`src/rtl/prog_if_pkg.sv`:
```
// Shared definitions for the program-load interface: default geometry,
// phase lengths and the replay FSM state encoding.
package prog_if_pkg;

    localparam int DEPTH_DEF      = 16;
    localparam int INSTR_W_DEF    = 5;
    localparam int SETUP_CYC_DEF  = 2;
    localparam int STROBE_CYC_DEF = 2;
    localparam int HOLD_CYC_DEF   = 2;

    typedef enum logic [2:0] {
        ST_IDLE   = 3'd0,
        ST_SETUP  = 3'd1,
        ST_STROBE = 3'd2,
        ST_HOLD   = 3'd3,
        ST_FIN    = 3'd4
    } state_e;

    function automatic int max3(input int a, input int b, input int c);
        int m;
        m = (a > b) ? a : b;
        return (m > c) ? m : c;
    endfunction

endpackage

```
`src/rtl/prog_table.sv`:
```
// DEPTH x INSTR_W program table: synchronous clear, one write port and an
// asynchronous read port.
module prog_table
    import prog_if_pkg::*;
#(
    parameter int DEPTH   = DEPTH_DEF,
    parameter int INSTR_W = INSTR_W_DEF,
    parameter int AW      = $clog2(DEPTH)
) (
    input  logic               clk,
    input  logic               clear_n_i,
    input  logic               wr_en_i,
    input  logic [AW-1:0]      wr_addr_i,
    input  logic [INSTR_W-1:0] wr_data_i,
    input  logic [AW-1:0]      rd_addr_i,
    output logic [INSTR_W-1:0] rd_data_o
);

    logic [INSTR_W-1:0] mem_q [DEPTH];

    // Table storage: cleared by reset, written one entry per cycle.
    always_ff @(posedge clk) begin
        if (!clear_n_i) begin
            for (int i = 0; i < DEPTH; i++) begin
                mem_q[i] <= '0;
            end
        end else if (wr_en_i) begin
            mem_q[wr_addr_i] <= wr_data_i;
        end
    end

    assign rd_data_o = mem_q[rd_addr_i];

endmodule

```
`src/rtl/prog_feeder.sv`:
```
// Replays the program table onto the instruc/enable load interface as
// setup / strobe / hold sequences, one entry at a time.
module prog_feeder
    import prog_if_pkg::*;
#(
    parameter int DEPTH      = DEPTH_DEF,
    parameter int INSTR_W    = INSTR_W_DEF,
    parameter int SETUP_CYC  = SETUP_CYC_DEF,
    parameter int STROBE_CYC = STROBE_CYC_DEF,
    parameter int HOLD_CYC   = HOLD_CYC_DEF
) (
    input  logic                       clk,
    input  logic                       clear_n,
    input  logic                       wr_en,
    input  logic [$clog2(DEPTH)-1:0]   wr_addr,
    input  logic [INSTR_W-1:0]         wr_data,
    input  logic                       start,
    input  logic [$clog2(DEPTH):0]     count,
    output logic [INSTR_W-1:0]         instruc,
    output logic                       enable,
    output logic                       busy,
    output logic                       done,
    output logic [$clog2(DEPTH)-1:0]   idx
);

    localparam int AW = $clog2(DEPTH);
    localparam int CW = AW + 1;
    localparam int PW = $clog2(max3(SETUP_CYC, STROBE_CYC, HOLD_CYC) + 1);

    localparam logic [PW-1:0] SETUP_LAST  = PW'(SETUP_CYC - 1);
    localparam logic [PW-1:0] STROBE_LAST = PW'(STROBE_CYC - 1);
    localparam logic [PW-1:0] HOLD_LAST   = PW'(HOLD_CYC - 1);

    state_e             state_q,   state_d;
    logic [PW-1:0]      phase_q,   phase_d;
    logic [AW-1:0]      idx_q,     idx_d;
    logic [AW-1:0]      last_q,    last_d;
    logic [INSTR_W-1:0] instruc_q, instruc_d;
    logic               enable_q,  enable_d;
    logic               busy_q,    busy_d;
    logic               done_q,    done_d;

    logic               tbl_wr_s;
    logic [AW-1:0]      rd_addr_s;
    logic [INSTR_W-1:0] rd_data_s;
    logic [INSTR_W-1:0] first_s;

    assign tbl_wr_s  = wr_en && (state_q == ST_IDLE);
    assign rd_addr_s = (state_q == ST_HOLD) ? (idx_q + AW'(1)) : '0;
    // A write to entry 0 in the start cycle must be seen by the replay.
    assign first_s   = (tbl_wr_s && (wr_addr == '0)) ? wr_data : rd_data_s;

    prog_table #(
        .DEPTH   (DEPTH),
        .INSTR_W (INSTR_W),
        .AW      (AW)
    ) u_table (
        .clk       (clk),
        .clear_n_i (clear_n),
        .wr_en_i   (tbl_wr_s),
        .wr_addr_i (wr_addr),
        .wr_data_i (wr_data),
        .rd_addr_i (rd_addr_s),
        .rd_data_o (rd_data_s)
    );

    // Next-state, phase counter and registered-output next values.
    always_comb begin
        state_d   = state_q;
        phase_d   = phase_q;
        idx_d     = idx_q;
        last_d    = last_q;
        instruc_d = instruc_q;

        case (state_q)
            ST_IDLE: begin
                if (start) begin
                    if (count == '0) begin
                        state_d = ST_FIN;
                    end else begin
                        state_d   = ST_SETUP;
                        idx_d     = '0;
                        instruc_d = first_s;
                        last_d    = (count > CW'(DEPTH)) ? AW'(DEPTH - 1)
                                                         : AW'(count - CW'(1));
                    end
                end else begin
                    state_d = ST_IDLE;
                end
            end
            ST_SETUP: begin
                if (phase_q == '0) begin
                    state_d = ST_STROBE;
                end else begin
                    state_d = ST_SETUP;
                end
            end
            ST_STROBE: begin
                if (phase_q == '0) begin
                    state_d = ST_HOLD;
                end else begin
                    state_d = ST_STROBE;
                end
            end
            ST_HOLD: begin
                if (phase_q != '0) begin
                    state_d = ST_HOLD;
                end else if (idx_q == last_q) begin
                    state_d = ST_FIN;
                end else begin
                    state_d   = ST_SETUP;
                    idx_d     = idx_q + AW'(1);
                    instruc_d = rd_data_s;
                end
            end
            ST_FIN: begin
                state_d = ST_IDLE;
            end
            default: begin
                state_d = ST_IDLE;
            end
        endcase

        // Phase counter reloads with (length-1) on every state change.
        if (state_d != state_q) begin
            case (state_d)
                ST_SETUP:  phase_d = SETUP_LAST;
                ST_STROBE: phase_d = STROBE_LAST;
                ST_HOLD:   phase_d = HOLD_LAST;
                default:   phase_d = '0;
            endcase
        end else if (phase_q != '0) begin
            phase_d = phase_q - PW'(1);
        end else begin
            phase_d = phase_q;
        end

        if (state_d == ST_FIN) begin
            instruc_d = '0;
        end else begin
            instruc_d = instruc_d;
        end

        enable_d = (state_d == ST_STROBE);
        busy_d   = (state_d == ST_SETUP) || (state_d == ST_STROBE) ||
                   (state_d == ST_HOLD);
        done_d   = (state_d == ST_FIN);
    end

    // State, phase and output registers with synchronous clear.
    always_ff @(posedge clk) begin
        if (!clear_n) begin
            state_q   <= ST_IDLE;
            phase_q   <= '0;
            idx_q     <= '0;
            last_q    <= '0;
            instruc_q <= '0;
            enable_q  <= 1'b0;
            busy_q    <= 1'b0;
            done_q    <= 1'b0;
        end else begin
            state_q   <= state_d;
            phase_q   <= phase_d;
            idx_q     <= idx_d;
            last_q    <= last_d;
            instruc_q <= instruc_d;
            enable_q  <= enable_d;
            busy_q    <= busy_d;
            done_q    <= done_d;
        end
    end

    assign instruc = instruc_q;
    assign enable  = enable_q;
    assign busy    = busy_q;
    assign done    = done_q;
    assign idx     = idx_q;

endmodule

```
`config.mk`:
```
export PLATFORM = sky130hd
export DESIGN_NAME = prog_feeder
export DESIGN_NICKNAME = d
export VERILOG_FILES = /design/src/rtl/prog_if_pkg.sv /design/src/rtl/prog_table.sv /design/src/rtl/prog_feeder.sv
export SDC_FILE = /design/constraint.sdc
export NUM_CORES = 1
export LEC_CHECK = 0
export BUFFER_PORTS_ARGS = -buffer_cell sky130_fd_sc_hd__buf_2
export CELL_PAD_IN_SITES_DETAIL_PLACEMENT = 1
export CELL_PAD_IN_SITES_GLOBAL_PLACEMENT = 1
export CORE_UTILIZATION = 53
export DETAILED_ROUTE_END_ITERATION = 6
export PLACE_DENSITY_LB_ADDON = 0.15
export SLEW_MARGIN = 10
export SYNTH_ARGS = -nofsm -noshare
export SYNTH_HDL_FRONTEND = slang
export SYNTH_SLANG_ARGS = --single-unit
```
`constraint.sdc`:
```
create_clock -name clk -period 5.4 [get_ports clk]
set_clock_uncertainty 0.2 [all_clocks]
set_input_delay 0.27 -clock clk [delete_from_list [all_inputs] [get_ports clk]]
set_output_delay 0.27 -clock clk [all_outputs]
set_load 0.05 [all_outputs]
```
==> impl_metrics.ini <==
[placement]
globalplace.congestion = 0.848
detailed_placer_s_ending_hpwl_um = 8720
place.port_buffers = 29
placed_area_um2 = 5240

[sta]
timing.setup.tns_ns = 0
grt_setup_unrepaired = false
slew_viol_final = 0
fmaxAchievable_mhz = 324
worst-slew-pin-transition_ns = 0.882
fin_crit_ns = 3.08
hold_violations_final = 0
final.period_utilization_pct = 57.1
final_setup_violation_count = 0
relSlewSlack_pct = 41.2

[global_route]
grt_antenna_before_repair = 0
grt_pass1_vias = 3553
grt_first_pass_wirelength_um = 19400
globalRouteTotalUtil_pct = 26.7
grt_overflow = 0
grt_start_max_net_pins = 37

[run_status]
status = finished clean

[clocking]
ctsHtreeMaxLevel = 3
cts_inserted_buffers = 9
path_clk_slew_ns = 0.10
insertion_delay_ns = 0.37
cts.path.max_buffers = 2
clock-root-buffer = clkbuf_8
cts_sinks = 101
cts-resized-gates = 0
tritoncts = built

[yosys]
mean_cell_area_of_the_mapped_netlist_um2 = 11.1
post_synth_instance_area_um2 = 5030
synth.yosys.seq_area_share_pct = 56.1
synthesis.nets = 477
synth-async-reset-ratio_pct = 0
yosys_reg_bits = 101
netlist-cell-type-count = 53
number_of_synthesized_flops_with_an_enable_pin = 80
synthFlopType = edfxtp_1
synth-warning-count = 0
synth_cells = 455

[floorplan]
row_count = 35
design.core.area_um2 = 9240
num_io_pins = 30
floorplan.die_area_um2 = 9890
start_util_pct = 54.5
die_w_um = 99.5
die_height_um = 99.5

[worst_setup_path]
crit_end_category = register
crit_buf_inv = 1
delay_contributed_by_the_slowest_stage_of_the_critical_path_ns = 0.88
critPathKind = register to register
worst_path_dominant_cell_family = simple AND/OR/NAND/NOR gates
cpMaxStageDelayCell = ha_1
cp.arrival_ns = 3.14
crit-reg2reg-launch = idx[1]
cp_data_required_time_ns = 5.46
first_element_of_the_critical_path = idx[1]
timing.critical_path.cells = ha_1, inv_1, nor2_2, mux2i_1, nor3_1, nor4_1, o21ai_1
critPathMaxFanout = 19
startpoint_type = register

[pwr]
power.density_nw_per_um2 = 326
sw_frac_of_total_pct = 29.2
portion_of_total_power_attributed_to_combinational_logic_pct = 18.5
leakage_nw = 2.06
total_switching_power_uw = 520
power_report.internal_total_mw = 1.26
vdd_ir_drop_max_mv = 0.154
p_clk_share_pct = 29.1
power_frac_seq_pct = 52.4

[routing]
route.detailed.drc = 0
drt_first_pass_iters = 5
detailedRoute.firstIterationViolations = 250
routed_via_density = 5.79
routed_wire_length_per_instance_um = 20.5
routed_vias = 3527
remaining_number_of_nets_flagged_by_the_antenna_check_after_routing = 0
routed_wl_um = 12500

[final_layout]
antenna_cells = 0
layout.cell_area.non_filler_um2 = 5460
area.growth.synth_to_final_pct = 8.50
post_route_cells_drive_above_1_share_pct = 13.5
layout_common_cells = and2_1, edfxtp_1, nand2_1
design.final.nets = 497

[flow_run]
maxCapViolations = 0

[min_path]
hold_class = input port to register
holdCritStartpoint = count[3]
## power groups by stage
stage	combinational, mW	clock (mW)	sequential, mW
after detailed placement	0.328	0	0.950
after CTS	0.331	0.518	0.932
after global routing	0.361	0.542	0.939
final	0.330	0.517	0.932
after floorplan	0.219	0	0.968
after global placement	0.319	0	0.948
## synthesized netlist by cell type (all sizes together), types with 2 or more instances
| cell | count | area [um2] |
|---|---|---|
| ha | 4 | 50.1 |
| nand2 | 38 | 153 |
| a211oi | 5 | 37.5 |
| a221o | 4 | 40.0 |
| inv | 7 | 26.3 |
| clkbuf | 9 | 33.8 |
| and2 | 80 | 500 |
| o31ai | 2 | 25.0 |
| nand3 | 7 | 40.0 |
| o22ai | 6 | 37.5 |
| mux2 | 7 | 78.8 |
| nor2b | 10 | 62.6 |
| a31oi | 6 | 37.5 |
| o211ai | 2 | 15.0 |
| a21oi | 15 | 75.1 |
| mux2i | 15 | 150 |
| xnor2 | 3 | 26.3 |
| edfxtp | 80 | 2400 |
| nor2 | 21 | 81.3 |
| or2 | 2 | 12.5 |
| o311ai | 2 | 17.5 |
| and3 | 9 | 56.3 |
| a2bb2oi | 2 | 17.5 |
| nand2b | 10 | 62.6 |
| o21ai | 34 | 170 |
| nor4 | 8 | 62.6 |
| buf | 14 | 82.6 |
| nor3 | 12 | 80.1 |
| dfxtp | 21 | 420 |
| xor2 | 7 | 61.3 |
| nand3b | 2 | 15.0 |
## flip-flops by register name, indices dropped and copies added (netlist names)
signal,count
state_q,3
phase_q,2
idx,4
instruc,5
last_q,4
u_table.mem_q,80
done,1
busy,1
enable,1
## what timing repair did
action | in CTS | in global routing
endpoints found under the hold margin | 1 | 0
buffers inserted | 0 | 0
hold buffers | 1 | 0
## tightest hold or removal path, delay by kind of cell
kind	cells	cell delay, ns
buffers and inverters	1	0.11
XOR/XNOR	1	0.13
AO/OA/AOI/OAI	1	0.06
## worst paths after layout
kind                     end  slack (ns)  cells after the start
setup / recovery  instruc[0]        2.32                      7
hold / removal     last_q[3]        0.04                      3
setup reg to reg  instruc[0]        2.32                      7
hold reg to reg   instruc[3]        0.28                      2
## routing by layer
metal  vias up  part of all wire [%]  global-route usage [%]
met1      1733                    45                    35.5
met5         -                     0                       0
met2       107                    48                    45.6
li1       1672                     -                       -
met3        15                   5.2                    3.58
met4         0                   1.4                    8.60
## metrics by stage
stage               cells  util, %  hold WS, ns  power, mW  setup slack [ns]
floorplan             455        -        0.160       1.19              2.92
global placement      592     56.7        0.252       1.27              2.62
detailed placement    592     56.7        0.265       1.28              2.43
CTS                   609     59.1       0.0348       1.78              2.34
global route          609     59.1       0.0515       1.84              2.11
finish                609     59.1       0.0409       1.78              2.32
## cell type report
type | instances | area [um2]
Timing Repair Buffer | 32 | 170
Multi-Input combinational cell | 324 | 2070
Sequential cell | 101 | 2820
Fill cell | 1011 | 3780
Clock buffer | 9 | 124
Inverter | 7 | 26.3
Tap cell | 129 | 161
Clock inverter | 7 | 88.8
## cells by family (layout without fill, tap and decap cells)
group | Yosys count | in the layout | synth area share [%]
DFF | 101 | 101 | 56.1
adders and majority gates | 4 | 4 | 0.994
muxes | 22 | 22 | 4.55
AOI/OAI and AO/OA | 83 | 83 | 10.3
and+or+nand+nor | 205 | 205 | 23.6
buffers and inverters | 30 | 55 | 2.83
xor gates and xnor gates | 10 | 10 | 1.74
(Power assumes the default switching activity.)
